==> src/rtl/mem_wb_skid_stage_pkg.sv <==
// Shared definitions for the MEM/WB skid stage.
// Holds the default widths, the payload record carried through the stage,
// the writeback-select encoding, and the packed payload width helper.
package mem_wb_skid_stage_pkg;

    localparam int DATA_W_DEF = 32;
    localparam int REG_W_DEF  = 5;

    // One MEM/WB entry, field order matching the packed payload vector.
    typedef struct packed {
        logic                  regwrite;
        logic                  jump;
        logic                  memtoreg;
        logic [DATA_W_DEF-1:0] aluResult;
        logic [DATA_W_DEF-1:0] memReadData;
        logic [REG_W_DEF-1:0]  regDstMux;
    } wb_payload_t;

    // Writeback-select encoding, driven by the memtoreg bit.
    localparam logic WB_SEL_ALU = 1'b0;
    localparam logic WB_SEL_MEM = 1'b1;

    function automatic int payload_width(input int data_w, input int reg_w);
        return 3 + 2 * data_w + reg_w;
    endfunction

endpackage

==> src/rtl/mem_wb_skid_stage_if.sv <==
// MEM/WB stage bus: MEM-side push handshake, flush, WB-side pop handshake,
// head outputs and occupancy.
//   master : surrounding pipeline (drives in_*, flush, out_ready)
//   slave  : the skid stage (drives in_ready, head outputs, occupancy)
interface mem_wb_skid_stage_if
    import mem_wb_skid_stage_pkg::*;
#(
    parameter int DATA_W = DATA_W_DEF,
    parameter int REG_W  = REG_W_DEF
);
    logic              flush;
    logic              in_valid;
    logic              in_ready;
    logic              regwriteIn;
    logic              jumpIn;
    logic              memtoregIn;
    logic [DATA_W-1:0] aluResultIn;
    logic [DATA_W-1:0] memReadDataIn;
    logic [REG_W-1:0]  regDstMuxIn;
    logic              out_valid;
    logic              out_ready;
    logic              regwrite;
    logic              jump;
    logic              memtoreg;
    logic [DATA_W-1:0] aluResult;
    logic [DATA_W-1:0] memReadData;
    logic [REG_W-1:0]  regDstMux;
    logic [DATA_W-1:0] wbData;
    logic [1:0]        occupancy;

    modport master (
        output flush, in_valid, regwriteIn, jumpIn, memtoregIn,
               aluResultIn, memReadDataIn, regDstMuxIn, out_ready,
        input  in_ready, out_valid, regwrite, jump, memtoreg,
               aluResult, memReadData, regDstMux, wbData, occupancy
    );

    modport slave (
        input  flush, in_valid, regwriteIn, jumpIn, memtoregIn,
               aluResultIn, memReadDataIn, regDstMuxIn, out_ready,
        output in_ready, out_valid, regwrite, jump, memtoreg,
               aluResult, memReadData, regDstMux, wbData, occupancy
    );

endinterface

==> src/rtl/mem_wb_skid_stage_skid_reg2.sv <==
// skid_reg2: generic 2-entry valid/ready skid buffer over an opaque payload.
// Ports: i_clk, i_rst_n (async active-low), i_flush (sync clear),
//        i_valid/o_ready/i_data (push side), o_valid/i_ready/o_data (pop side),
//        o_occupancy (0..2).
// o_ready depends only on flops, so downstream stalls never reach upstream
// combinationally.
module skid_reg2 #(
    parameter int WIDTH = 8
) (
    input  logic             i_clk,
    input  logic             i_rst_n,
    input  logic             i_flush,
    input  logic             i_valid,
    output logic             o_ready,
    input  logic [WIDTH-1:0] i_data,
    output logic             o_valid,
    input  logic             i_ready,
    output logic [WIDTH-1:0] o_data,
    output logic [1:0]       o_occupancy
);
    logic             r_h_valid;
    logic [WIDTH-1:0] r_h_data;
    logic             r_s_valid;
    logic [WIDTH-1:0] r_s_data;
    logic             w_push;
    logic             w_pop;

    assign o_ready     = ~r_s_valid;
    assign w_push      = i_valid & ~r_s_valid;
    assign w_pop       = r_h_valid & i_ready;
    assign o_valid     = r_h_valid;
    assign o_data      = r_h_data;
    assign o_occupancy = 2'(r_h_valid) + 2'(r_s_valid);

    always_ff @(posedge i_clk or negedge i_rst_n) begin
        if (!i_rst_n) begin
            r_h_valid <= 1'b0;
            r_h_data  <= '0;
            r_s_valid <= 1'b0;
            r_s_data  <= '0;
        end else if (i_flush) begin
            r_h_valid <= 1'b0;
            r_h_data  <= '0;
            r_s_valid <= 1'b0;
            r_s_data  <= '0;
        end else if (!r_h_valid) begin
            // S is never occupied while H is empty, so only H can load here.
            if (w_push) begin
                r_h_valid <= 1'b1;
                r_h_data  <= i_data;
            end
        end else if (w_pop) begin
            if (r_s_valid) begin
                // Skid drains into head; push is blocked since o_ready was 0.
                r_h_data  <= r_s_data;
                r_s_valid <= 1'b0;
            end else if (w_push) begin
                r_h_data  <= i_data;
            end else begin
                r_h_valid <= 1'b0;
            end
        end else if (w_push) begin
            r_s_valid <= 1'b1;
            r_s_data  <= i_data;
        end
    end

endmodule

==> src/rtl/mem_wb_skid_stage.sv <==
// mem_wb_skid_stage: MEM/WB pipeline register with valid/ready handshake and
// 2-entry skid buffer, synchronous flush, valid-gated control outputs,
// optional r0 write suppression and the writeback data mux.
// Ports: clk, startin (async active-low reset), bus (slave side of
//        mem_wb_skid_stage_if carrying both handshakes and the payload).
module mem_wb_skid_stage
    import mem_wb_skid_stage_pkg::*;
#(
    parameter int DATA_W            = DATA_W_DEF,
    parameter int REG_W             = REG_W_DEF,
    parameter int ZERO_REG_SUPPRESS = 1
) (
    input  logic                clk,
    input  logic                startin,
    mem_wb_skid_stage_if.slave  bus
);
    localparam int   PW     = payload_width(DATA_W, REG_W);
    localparam logic ZRS_EN = (ZERO_REG_SUPPRESS != 0);

    logic [PW-1:0]     w_in_data;
    logic [PW-1:0]     w_head;
    logic              w_h_valid;
    logic              w_h_regwrite;
    logic              w_h_jump;
    logic              w_h_memtoreg;
    logic [DATA_W-1:0] w_h_alu;
    logic [DATA_W-1:0] w_h_mem;
    logic [REG_W-1:0]  w_h_dst;

    assign w_in_data = {bus.regwriteIn, bus.jumpIn, bus.memtoregIn,
                        bus.aluResultIn, bus.memReadDataIn, bus.regDstMuxIn};

    skid_reg2 #(.WIDTH(PW)) u_skid (
        .i_clk       (clk),
        .i_rst_n     (startin),
        .i_flush     (bus.flush),
        .i_valid     (bus.in_valid),
        .o_ready     (bus.in_ready),
        .i_data      (w_in_data),
        .o_valid     (w_h_valid),
        .i_ready     (bus.out_ready),
        .o_data      (w_head),
        .o_occupancy (bus.occupancy)
    );

    assign {w_h_regwrite, w_h_jump, w_h_memtoreg, w_h_alu, w_h_mem, w_h_dst} = w_head;

    assign bus.out_valid   = w_h_valid;
    assign bus.jump        = w_h_jump & w_h_valid;
    assign bus.memtoreg    = w_h_memtoreg & w_h_valid;
    assign bus.regwrite    = w_h_regwrite & w_h_valid & ~(ZRS_EN & (w_h_dst == '0));
    assign bus.aluResult   = w_h_alu;
    assign bus.memReadData = w_h_mem;
    assign bus.regDstMux   = w_h_dst;

    // Select uses the raw head bit so wbData tracks the held payload.
    always_comb begin
        bus.wbData = '0;
        case (w_h_memtoreg)
            WB_SEL_MEM: bus.wbData = w_h_mem;
            WB_SEL_ALU: bus.wbData = w_h_alu;
        endcase
    end

endmodule

==> src/flat_wrapper.sv <==
// flat-port wrapper written by rule: the top's interface ports become plain ports
module mem_wb_skid_stage_flat import mem_wb_skid_stage_pkg::*;
#(
    parameter int DATA_W            = DATA_W_DEF,
    parameter int REG_W             = REG_W_DEF,
    parameter int ZERO_REG_SUPPRESS = 1
)
  (clk, startin, bus_flush, bus_in_valid, bus_regwriteIn, bus_jumpIn, bus_memtoregIn, bus_aluResultIn, bus_memReadDataIn, bus_regDstMuxIn, bus_out_ready, bus_in_ready, bus_out_valid, bus_regwrite, bus_jump, bus_memtoreg, bus_aluResult, bus_memReadData, bus_regDstMux, bus_wbData, bus_occupancy);
  mem_wb_skid_stage_if #(.DATA_W(DATA_W), .REG_W(REG_W)) bus_i ();
  input  logic clk;
  input  logic startin;
  input wire logic [$bits(bus_i.flush)-1:0] bus_flush;
  input wire logic [$bits(bus_i.in_valid)-1:0] bus_in_valid;
  input wire logic [$bits(bus_i.regwriteIn)-1:0] bus_regwriteIn;
  input wire logic [$bits(bus_i.jumpIn)-1:0] bus_jumpIn;
  input wire logic [$bits(bus_i.memtoregIn)-1:0] bus_memtoregIn;
  input wire logic [$bits(bus_i.aluResultIn)-1:0] bus_aluResultIn;
  input wire logic [$bits(bus_i.memReadDataIn)-1:0] bus_memReadDataIn;
  input wire logic [$bits(bus_i.regDstMuxIn)-1:0] bus_regDstMuxIn;
  input wire logic [$bits(bus_i.out_ready)-1:0] bus_out_ready;
  output wire logic [$bits(bus_i.in_ready)-1:0] bus_in_ready;
  output wire logic [$bits(bus_i.out_valid)-1:0] bus_out_valid;
  output wire logic [$bits(bus_i.regwrite)-1:0] bus_regwrite;
  output wire logic [$bits(bus_i.jump)-1:0] bus_jump;
  output wire logic [$bits(bus_i.memtoreg)-1:0] bus_memtoreg;
  output wire logic [$bits(bus_i.aluResult)-1:0] bus_aluResult;
  output wire logic [$bits(bus_i.memReadData)-1:0] bus_memReadData;
  output wire logic [$bits(bus_i.regDstMux)-1:0] bus_regDstMux;
  output wire logic [$bits(bus_i.wbData)-1:0] bus_wbData;
  output wire logic [$bits(bus_i.occupancy)-1:0] bus_occupancy;
  assign bus_i.flush = bus_flush;
  assign bus_i.in_valid = bus_in_valid;
  assign bus_i.regwriteIn = bus_regwriteIn;
  assign bus_i.jumpIn = bus_jumpIn;
  assign bus_i.memtoregIn = bus_memtoregIn;
  assign bus_i.aluResultIn = bus_aluResultIn;
  assign bus_i.memReadDataIn = bus_memReadDataIn;
  assign bus_i.regDstMuxIn = bus_regDstMuxIn;
  assign bus_i.out_ready = bus_out_ready;
  assign bus_in_ready = bus_i.in_ready;
  assign bus_out_valid = bus_i.out_valid;
  assign bus_regwrite = bus_i.regwrite;
  assign bus_jump = bus_i.jump;
  assign bus_memtoreg = bus_i.memtoreg;
  assign bus_aluResult = bus_i.aluResult;
  assign bus_memReadData = bus_i.memReadData;
  assign bus_regDstMux = bus_i.regDstMux;
  assign bus_wbData = bus_i.wbData;
  assign bus_occupancy = bus_i.occupancy;
  mem_wb_skid_stage #(.DATA_W(DATA_W), .REG_W(REG_W), .ZERO_REG_SUPPRESS(ZERO_REG_SUPPRESS)) u_core (.clk(clk), .startin(startin), .bus(bus_i));
endmodule
==> config.mk <==
export PLATFORM = sky130hd
export DESIGN_NAME = mem_wb_skid_stage_flat
export DESIGN_NICKNAME = d
export VERILOG_FILES = /design/src/rtl/mem_wb_skid_stage_pkg.sv /design/src/rtl/mem_wb_skid_stage_if.sv /design/src/rtl/mem_wb_skid_stage_skid_reg2.sv /design/src/rtl/mem_wb_skid_stage.sv /design/src/flat_wrapper.sv
export SDC_FILE = /design/constraint.sdc
export NUM_CORES = 1
export LEC_CHECK = 0
export ABC_AREA = 1
export BUFFER_PORTS_ARGS = -buffer_cell sky130_fd_sc_hd__buf_4
export CAP_MARGIN = 25
export CORE_ASPECT_RATIO = 2
export CORE_UTILIZATION = 54
export CTS_BUF_LIST = sky130_fd_sc_hd__clkbuf_4 sky130_fd_sc_hd__clkbuf_8 sky130_fd_sc_hd__clkbuf_16
export CTS_CLUSTER_SIZE = 14
export DETAILED_ROUTE_END_ITERATION = 6
export HOLD_SLACK_MARGIN = 0.12
export PLACE_DENSITY = 0.8
export SKIP_CTS_REPAIR_TIMING = 1
export SYNTH_ARGS = -nofsm -noshare
export SYNTH_HDL_FRONTEND = slang
export SYNTH_HIERARCHICAL = 1
export SYNTH_SLANG_ARGS = --single-unit
export TNS_END_PERCENT = 5
==> constraint.sdc <==
create_clock -name clk -period 2 [get_ports clk]
set_clock_uncertainty 0.1 [all_clocks]
set_input_delay 0.4 -clock clk [delete_from_list [all_inputs] [get_ports clk]]
set_output_delay 0.4 -clock clk [all_outputs]
set_load 0.005 [all_outputs]
==> results of run 1 <==
==> Yosys cell counts, drive strengths merged <==
cell | number | area (µm²)
buf | 54 | 324.1
nand2 | 357 | 1348
nand3b | 61 | 457.9
or2 | 1 | 6.260
a31oi | 1 | 6.260
clkbuf | 14 | 52.55
ha | 1 | 12.51
inv | 102 | 382.9
dfrtp | 146 | 3654
nor2 | 147 | 551.8
o21ai | 93 | 563.0
nand3 | 96 | 480.5
==> metrics by stage <==
| step | area (µm²) | setup slack, ps | total power, µW | hold WS [ps] | instances |
|---|---|---|---|---|---|
| 2_1_floorplan | 7839 | 606.3 | 4034 | 4.409 | 1073 |
| 3_3_place_gp | 9397 | 391.5 | 4726 | 271.2 | 1403 |
| 3_5_place_dp | 9397 | 343.0 | 4766 | 274.2 | 1403 |
| 4_1_cts | 10070 | -6.416 | 8404 | -171.6 | 1434 |
| 5_1_grt | 10140 | -2.257 | 8724 | 128.0 | 1439 |
| 6_report | 10140 | 37.28 | 8386 | 124.8 | 1439 |
==> power by group through the flow <==
stage               sequential (µW)  clock, µW  combinational, µW
floorplan                      3330          0                700
global placement               3370          0               1360
detailed placement             3380          0               1390
CTS                            3330       3680               1400
global route                   3360       3800               1570
finish                         3330       3640               1410
==> cells by family (layout without fill, tap and decap cells) <==
kind of cell,count (synthesis),in the layout
AOI/OAI and AO/OA,94,94
adders and majority gates,1,1
buffers and inverters,170,344
DFF,146,146
and+or+nand+nor,662,662
==> layer usage <==
layer / share of wire (%) / track usage (%) / vias up / routed length (µm)
li1: - / - / 3660 / -
met1: 37 / 36.41 / 3735 / 8327
met2: 52 / 53.54 / 346 / 11850
met3: 7.1 / 5.728 / 52 / 1604
met4: 3.5 / 14.33 / 0 / 788
met5: 0 / 0 / - / 0
==> critical path: stages (launching register included) <==
cell,delay [ps]
dfrtp_2,450
clkbuf_16,260
o21ai_2,200
buf_4,130
==> path summary, 6_finish.rpt <==
check                                            from                    endpoint  slack, ps  cells after the start
max reg2reg                     u_core/u_skid/o_valid     u_core/u_skid/o_data[5]        450                      6
min                               bus_aluResultIn[26]  u_core/u_skid/r_s_data[63]        120                      3
min reg2reg                u_core/u_skid/r_s_data[65]  u_core/u_skid/r_s_data[65]        380                      2
max                          u_core/u_skid/o_data[69]              bus_wbData[10]         40                      3
max in group asynchronous                     startin    u_core/u_skid/o_data[39]        770                      3
min in group asynchronous                     startin  u_core/u_skid/r_s_data[14]        390                      2
==> state kept, by name, summed over array words and instances, names as in the netlist <==
name / count
u_core/u_skid/r_s_valid: 1
u_core/u_skid/r_s_data: 72
u_core/u_skid/o_data: 72
u_core/u_skid/o_valid: 1
==> cell type report <==
class / instances / area share [%]
multi-input combinational: 757 / 33.95
timing repair buffer: 211 / 17.24
sequential: 146 / 36.05
clock buffer: 19 / 4.343
inverter: 102 / 3.775
clock inverter: 12 / 2.270
tap: 192 / 2.369
==> metrics.txt, run 1 <==
Sw Pwr 2207 µW; CTS tree yes; Setup crit start kind flop; Avg WL per Cell 15.68 µm; first-pass GRT wire length 35.84 mm; post-DP HPWL 13.79 mm; Final Setup Violations 0; Sw Share 26.31%; CP max FO 33; Worst-Margin Slew 477.9 ps; Fillers 1232; Sequential Power Share 39.7%; fin crit share 98.14%; worst hold-check path type primary input to flop; die width 87.20 µm; mux cell area share after synthesis 0%; Mapped Avg Cell Area 7.305 µm²; Req. time, crit path 1500 ps; GR Util All Layers 30.81%; Layout area overhead 29.37%; final setup TNS 0 ps; # nets final 1313; commonest non-fill, non-tap cells in the layout nand2_1 (352), buf_4 (195), nor2_1 (146); drc violations 0; total grt overflow 0; PwrDens 826.9 nW/µm²; Adder-Cell Fraction of Synth Area 0.1596%; CTS sink cnt 146; Antenna diodes 0; kind of critical path flop to output pin; Clock Power Share 43.4%; CP endpoint kind output pin; Post-Synth Simple-Gate Area 36.28%; Comb pwr share 16.9%; routed vias/inst 5.416; maximum vdd ir drop 0.0005843 V; slew margin rel. 68.14%; Mapped Nets 1151; deepest level of the CTS H-tree 4; max_cap viols 0; Post-Syn Area 7839 µm²; Iter 0 DRT Violations 676; clk buf depth 2; Core ar. 14270 µm²; outcome complete, no violations; Seq/Total Area, Yosys 46.61%; Pins Over Slew Limit 0; largest net degree at the start of global routing 76; root buf cell clkbuf_16; final hold viol count 0; Finished Core Util 71.05%; number of library cell types mapped by synthesis 20; vias in the first global route 7461; cell-internal power 6179 µW; Initial Util 54.92%; Total Wirelength 22.57 mm; synth warn 6; antenna violations before repair 0; Yosys reg bits 146; Seq. cell area 3656 µm²; TritonCTS buffer count 17; layout cell share with drive strength beyond 1 22.13%; min cycle time layout 1963 ps; First-pass DRT Iterations 6; Fmax 509.5 MHz; Clk pin slew, worst setup/hold paths 60 ps; Leak 0.005707 µW; multi-input logic area 3443 µm²; DIE HEIGHT 172.4 µm; via count 7793; Worst EP arrival 1460 ps; DRT antenna net count 0; Boundary Pins 185; commonest non-fill, non-tap cell in the layout nand2_1; area of the die 15030 µm²; PortBufs 184; XOR/XNOR Fraction of Synth Area 0%; Compound-Gate Fraction of Synth Area 7.263%; RD Place Congestion 0.8282; worst skew pair latency 420 ps; std cell rows 62; Synth Instances 1073; largest family of logic cells by synthesized area simple AND/OR/NAND/NOR gates
Note: power is estimated with default switching activity, not from simulation.
==> run 2: changes to the inputs <==
--- a/config.mk
+++ b/config.mk
@@ -13,6 +13,7 @@
 export CTS_BUF_LIST = sky130_fd_sc_hd__clkbuf_4 sky130_fd_sc_hd__clkbuf_8 sky130_fd_sc_hd__clkbuf_16
 export CTS_CLUSTER_SIZE = 14
 export DETAILED_ROUTE_END_ITERATION = 6
+export GPL_TIMING_DRIVEN = 0
 export HOLD_SLACK_MARGIN = 0.12
 export PLACE_DENSITY = 0.8
 export SKIP_CTS_REPAIR_TIMING = 1
==> constraint.sdc (replaced) <==
create_clock -name clk -period 2.05 [get_ports clk]
set_clock_uncertainty 0.1 [all_clocks]
set_input_delay 0.41 -clock clk [delete_from_list [all_inputs] [get_ports clk]]
set_output_delay 0.41 -clock clk [all_outputs]
set_load 0.005 [all_outputs]
==> metrics.txt, run 2 (synthesis results as in run 1) <==
dpl cells 1450; max_cap viols 0; layout cell share with drive strength beyond 1 22.96%; commonest non-fill, non-tap cell in the layout nand2_1; Boundary Pins 185; final hold viol count 0; routed vias/inst 5.219; CP max FO 10; fin crit share 99.76%; CTS sink cnt 146; via count 7730; Hold Path Depth 3; PwrDens 756.5 nW/µm²; Setup crit start kind flop; total grt overflow 0; FF-to-FF setup slack 100 ps; Leak 0.005711 µW; PortBufs 184; Worst R2R Start u_core/u_skid/o_valid; CTS tree yes; drc violations 0; clk buf depth 2; die width 87.20 µm; Worst-Margin Slew 648.4 ps; antenna violations before repair 0; non-filler cells, final 1481; Antenna diodes 0; Req. time, crit path 1540 ps; Fmax 489.0 MHz; First-pass DRT Iterations 5; Core ar. 14270 µm²; worst hold-check path type primary input to flop; Avg WL per Cell 15.79 µm; kind of critical path flop to output pin; Total Wirelength 23.39 mm; vias in the first global route 7439; Fillers 1251; worst skew pair latency 420 ps; RD Place Congestion 0.9145; Hold Path Origin bus_aluResultIn[24]; RSZ-0062 raised after global routing yes; # nets final 1357; Pins Over Slew Limit 0; min cycle time layout 2045 ps; root buf cell clkbuf_16; Initial Util 54.92%; Layout area overhead 28.73%; final setup TNS 0 ps; DRT antenna net count 0; CP endpoint kind output pin; maximum vdd ir drop 0.0006663 V; GR Util All Layers 32.22%; Clk pin slew, worst setup/hold paths 60 ps; deepest level of the CTS H-tree 4; post-DP HPWL 17.08 mm; Hold EP u_core/u_skid/r_s_data[61]; TritonCTS buffer count 17; Final Setup Violations 0; Iter 0 DRT Violations 539; slew margin rel. 56.77%; largest net degree at the start of global routing 81; std cell rows 62; first-pass GRT wire length 36.76 mm; worst-case reg-to-reg path depth 6; commonest non-fill, non-tap cells in the layout nand2_1 (353), buf_4 (189), nor2_1 (147); area of the die 15030 µm²; DIE HEIGHT 172.4 µm; outcome complete, no violations; Worst EP arrival 1540 ps; reg2reg end u_core/u_skid/o_data[25]
run 2: cell count changes in the layout (fill, tap and decap cells not counted), sizes merged:
cell         before  now
buf             206  239
clkbuf           20   33
bufinv            6    2
clkinv            2    6
dlygate4sd3       4    2
inv             104  102
run 2: area by class of cell:
type	instances	area [µm²]	share of cell area [%]
flip-flops and latches	146	3655	36.22
multi-input cells	757	3428	33.97
repair buffers	187	1433	14.20
clock buffers	19	452.9	4.489
plain buffers	68	386.6	3.831
inverters	102	382.9	3.794
well taps	192	240.2	2.381
clock inverters	10	112.6	1.116
run 2: worst max-delay path by stage:
stage	startpoint	endpoint	slack, ps	cells after the start
floorplan	u_core/u_skid/o_valid	u_core/u_skid/o_data[26]	660	6
global placement	startin	u_core/u_skid/r_s_data[30]	-210	1
detailed placement	u_core/u_skid/o_valid	u_core/u_skid/r_s_data[4]	30	6
CTS	u_core/u_skid/r_s_valid	bus_in_ready	-0.02	3
global route	u_core/u_skid/r_s_valid	bus_in_ready	-60	3
finish	u_core/u_skid/r_s_valid	bus_in_ready	5	3
run 2: power by group:
group          total, µW  leakage [µW]  switching (µW)  internal (µW)
combinational       1380       0.00347             733            649
clock               3000      0.000276            1170           1830
sequential          3260       0.00197             193           3060
run 2: critical path: stages, from the launching register on:
cell and delay (ps):
dfrtp_1 440, inv_2 110, clkbuf_1 370, buf_4 190
run 2: routing by layer:
metal | global-route usage [%] | part of all wire [%] | up-vias
li1 | - | - | 3749
met1 | 35.52 | 35 | 3611
met2 | 59.36 | 55 | 309
met3 | 5.585 | 6.3 | 61
met4 | 14.33 | 3.2 | 0
met5 | 0 | 0 | -
run 2: metrics by stage:
| stage | area (µm²) | hold WS (ps) | setup WS, ps | util [%] | power, µW |
|---|---|---|---|---|---|
| global placement | 9460 | 354.4 | -209.4 | 66.28 | 4635 |
| global route | 10090 | 127.4 | -64.11 | 70.70 | 7962 |
| finish | 10090 | 128.8 | 4.845 | 70.70 | 7634 |
| detailed placement | 9492 | 348.0 | 29.25 | 66.50 | 4673 |
| floorplan | 7839 | 14.41 | 656.3 | - | 3935 |
| CTS | 10060 | -92.40 | -0.02409 | 70.46 | 7656 |
==> run 3: changes to the inputs <==
--- a/config.mk
+++ b/config.mk
@@ -6,16 +6,17 @@
 export NUM_CORES = 1
 export LEC_CHECK = 0
 export ABC_AREA = 1
-export BUFFER_PORTS_ARGS = -buffer_cell sky130_fd_sc_hd__buf_4
 export CAP_MARGIN = 25
 export CORE_ASPECT_RATIO = 2
-export CORE_UTILIZATION = 54
+export CORE_UTILIZATION = 55
 export CTS_BUF_LIST = sky130_fd_sc_hd__clkbuf_4 sky130_fd_sc_hd__clkbuf_8 sky130_fd_sc_hd__clkbuf_16
 export CTS_CLUSTER_SIZE = 14
 export DETAILED_ROUTE_END_ITERATION = 6
+export DONT_BUFFER_PORTS = 1
 export GPL_TIMING_DRIVEN = 0
 export HOLD_SLACK_MARGIN = 0.12
-export PLACE_DENSITY = 0.8
+export PLACE_DENSITY = 0.7
+export RECOVER_POWER = 50
 export SKIP_CTS_REPAIR_TIMING = 1
 export SYNTH_ARGS = -nofsm -noshare
 export SYNTH_HDL_FRONTEND = slang
==> metrics.txt, run 3 (synthesis results as in run 1) <==
slew margin rel. 62.30%; drc violations 0; Core ar. 13890 µm²; antenna violations before repair 0; PortBufs 0; vias in the first global route 6864; Worst-Margin Slew 565.5 ps; Leak 0.005080 µW; final hold viol count 146; Clk pin slew, worst setup/hold paths 60 ps; CP endpoint kind output pin; Req. time, crit path 1540 ps; Worst EP arrival 1440 ps; CTS tree yes; outcome complete, but fails checks; failing checks negative hold slack; layout cell share with drive strength beyond 1 9.516%; GR Util All Layers 32.90%; Boundary Pins 185; Setup crit start kind flop; commonest non-fill, non-tap cells in the layout nand2_1 (353), nor2_1 (147), dfrtp_1 (145); WHS -417.2 ps; Sequential Power Share 43.1%; # nets final 1243; routed vias/inst 5.501; FF-to-FF setup slack 140 ps; RD Place Congestion 0.8664; post-DP HPWL 16.55 mm; cells along the critical path buf_6, buf_6, nand2_1, o21ai_2; area of the die 14760 µm²; Comb pwr share 13.3%; Crit path top cell by count buf_6; Antenna diodes 0; Clock Power Share 43.5%; maximum vdd ir drop 0.0006425 V; Sw Share 27.17%; Layout area overhead 20.40%; root buf cell clkbuf_16; largest net degree at the start of global routing 147; TritonCTS buffer count 17; Avg WL per Cell 17.87 µm; Initial Util 56.43%; cell-internal power 5553 µW; Critical Path Slowest Stage Cell dfrtp_1; Fmax 512.1 MHz; final setup TNS 0 ps; std cell rows 61; clk buf depth 2; DRT antenna net count 0; Sw Pwr 2071 µW; RSZ-0062 raised after global routing no; placed cell area 8075 µm²; PwrDens 807.9 nW/µm²; slowest stage delay, CP 420 ps; total grt overflow 0; min cycle time layout 1953 ps; Pins Over Slew Limit 0; First-pass DRT Iterations 7; commonest non-fill, non-tap cell in the layout nand2_1; Iter 0 DRT Violations 468; Final Instance Area 9438 µm²; deepest level of the CTS H-tree 4; Final Setup Violations 0; Total Wirelength 24.41 mm; DIE HEIGHT 170.8 µm; via count 7514; kind of critical path flop to output pin; CTS sink cnt 146; max_cap viols 0; worst skew pair latency 420 ps; first-pass GRT wire length 36.38 mm; worst hold-check path type primary input to async pin; worst-case reg-to-reg path depth 6; die width 86.42 µm; CP max FO 10; fin crit share 95.25%
run 3: changes by cell type in the layout (fill, tap and decap cells not counted), sizes merged:
| cell | previous run | this run |
|---|---|---|
| buf | 239 | 54 |
| dlygate4sd3 | 2 | 73 |
| clkinv | 6 | 2 |
| bufinv | 2 | 4 |
| clkinvlp | 2 | 4 |
| inv | 102 | 104 |
run 3: final cells by class:
| class | instances | area [µm²] |
|---|---|---|
| plain buffers | 68 | 376.6 |
| well taps | 189 | 236.5 |
| multi-input cells | 757 | 3428 |
| inverters | 102 | 382.9 |
| fillers | 1227 | 4453 |
| clock buffers | 19 | 446.7 |
| repair buffers | 73 | 730.7 |
| flip-flops and latches | 146 | 3655 |
| clock inverters | 12 | 181.4 |
run 3: worst max-delay path, delay by kind of cell, from the launching register on:
family                 cells  cell delay (ps)
flip-flops                 1              420
AO/OA/AOI/OAI              1               90
buffers and inverters      2              400
AND/OR/NAND/NOR            1              120
run 3: stage by stage:
stage               total power (µW)  setup WS [ps]  utilization [%]  cells
finish                          7625          97.33            67.94   1366
global route                    7921          49.76            67.94   1366
CTS                             7545         -8.589            62.66   1293
detailed placement              4223         -1.964            58.13   1262
global placement                4207          38.18            58.13   1262
floorplan                       3935          656.3                -   1073
run 3: layer usage:
metal	GRT usage, %	share of wire, %	vias up
met5	0	0	-
met4	12.54	2.8	0
met3	8.201	6.4	41
met2	59.45	54	324
met1	36.53	37	3613
li1	-	-	3536
run 3: path summary, 6_finish.rpt:
path                                             from                          to
setup / recovery             u_core/u_skid/o_data[69]               bus_wbData[9]
min in group clk                        bus_out_ready       u_core/u_skid/o_valid
max in group asynchronous                     startin    u_core/u_skid/o_data[36]
setup reg to reg                u_core/u_skid/o_valid     u_core/u_skid/o_data[0]
hold reg to reg            u_core/u_skid/r_s_data[71]  u_core/u_skid/r_s_data[71]
hold / removal                                startin  u_core/u_skid/r_s_data[20]
run 3: power by group through the flow:
| stage | Combinational [µW] | Clock, µW | Sequential, µW |
|---|---|---|---|
| 2_1_floorplan | 683 | 0 | 3250 |
| 3_3_place_gp | 875 | 0 | 3330 |
| 3_5_place_dp | 886 | 0 | 3340 |
| 4_1_cts | 892 | 3370 | 3290 |
| 5_1_grt | 1120 | 3490 | 3310 |
| 6_report | 1020 | 3320 | 3290 |
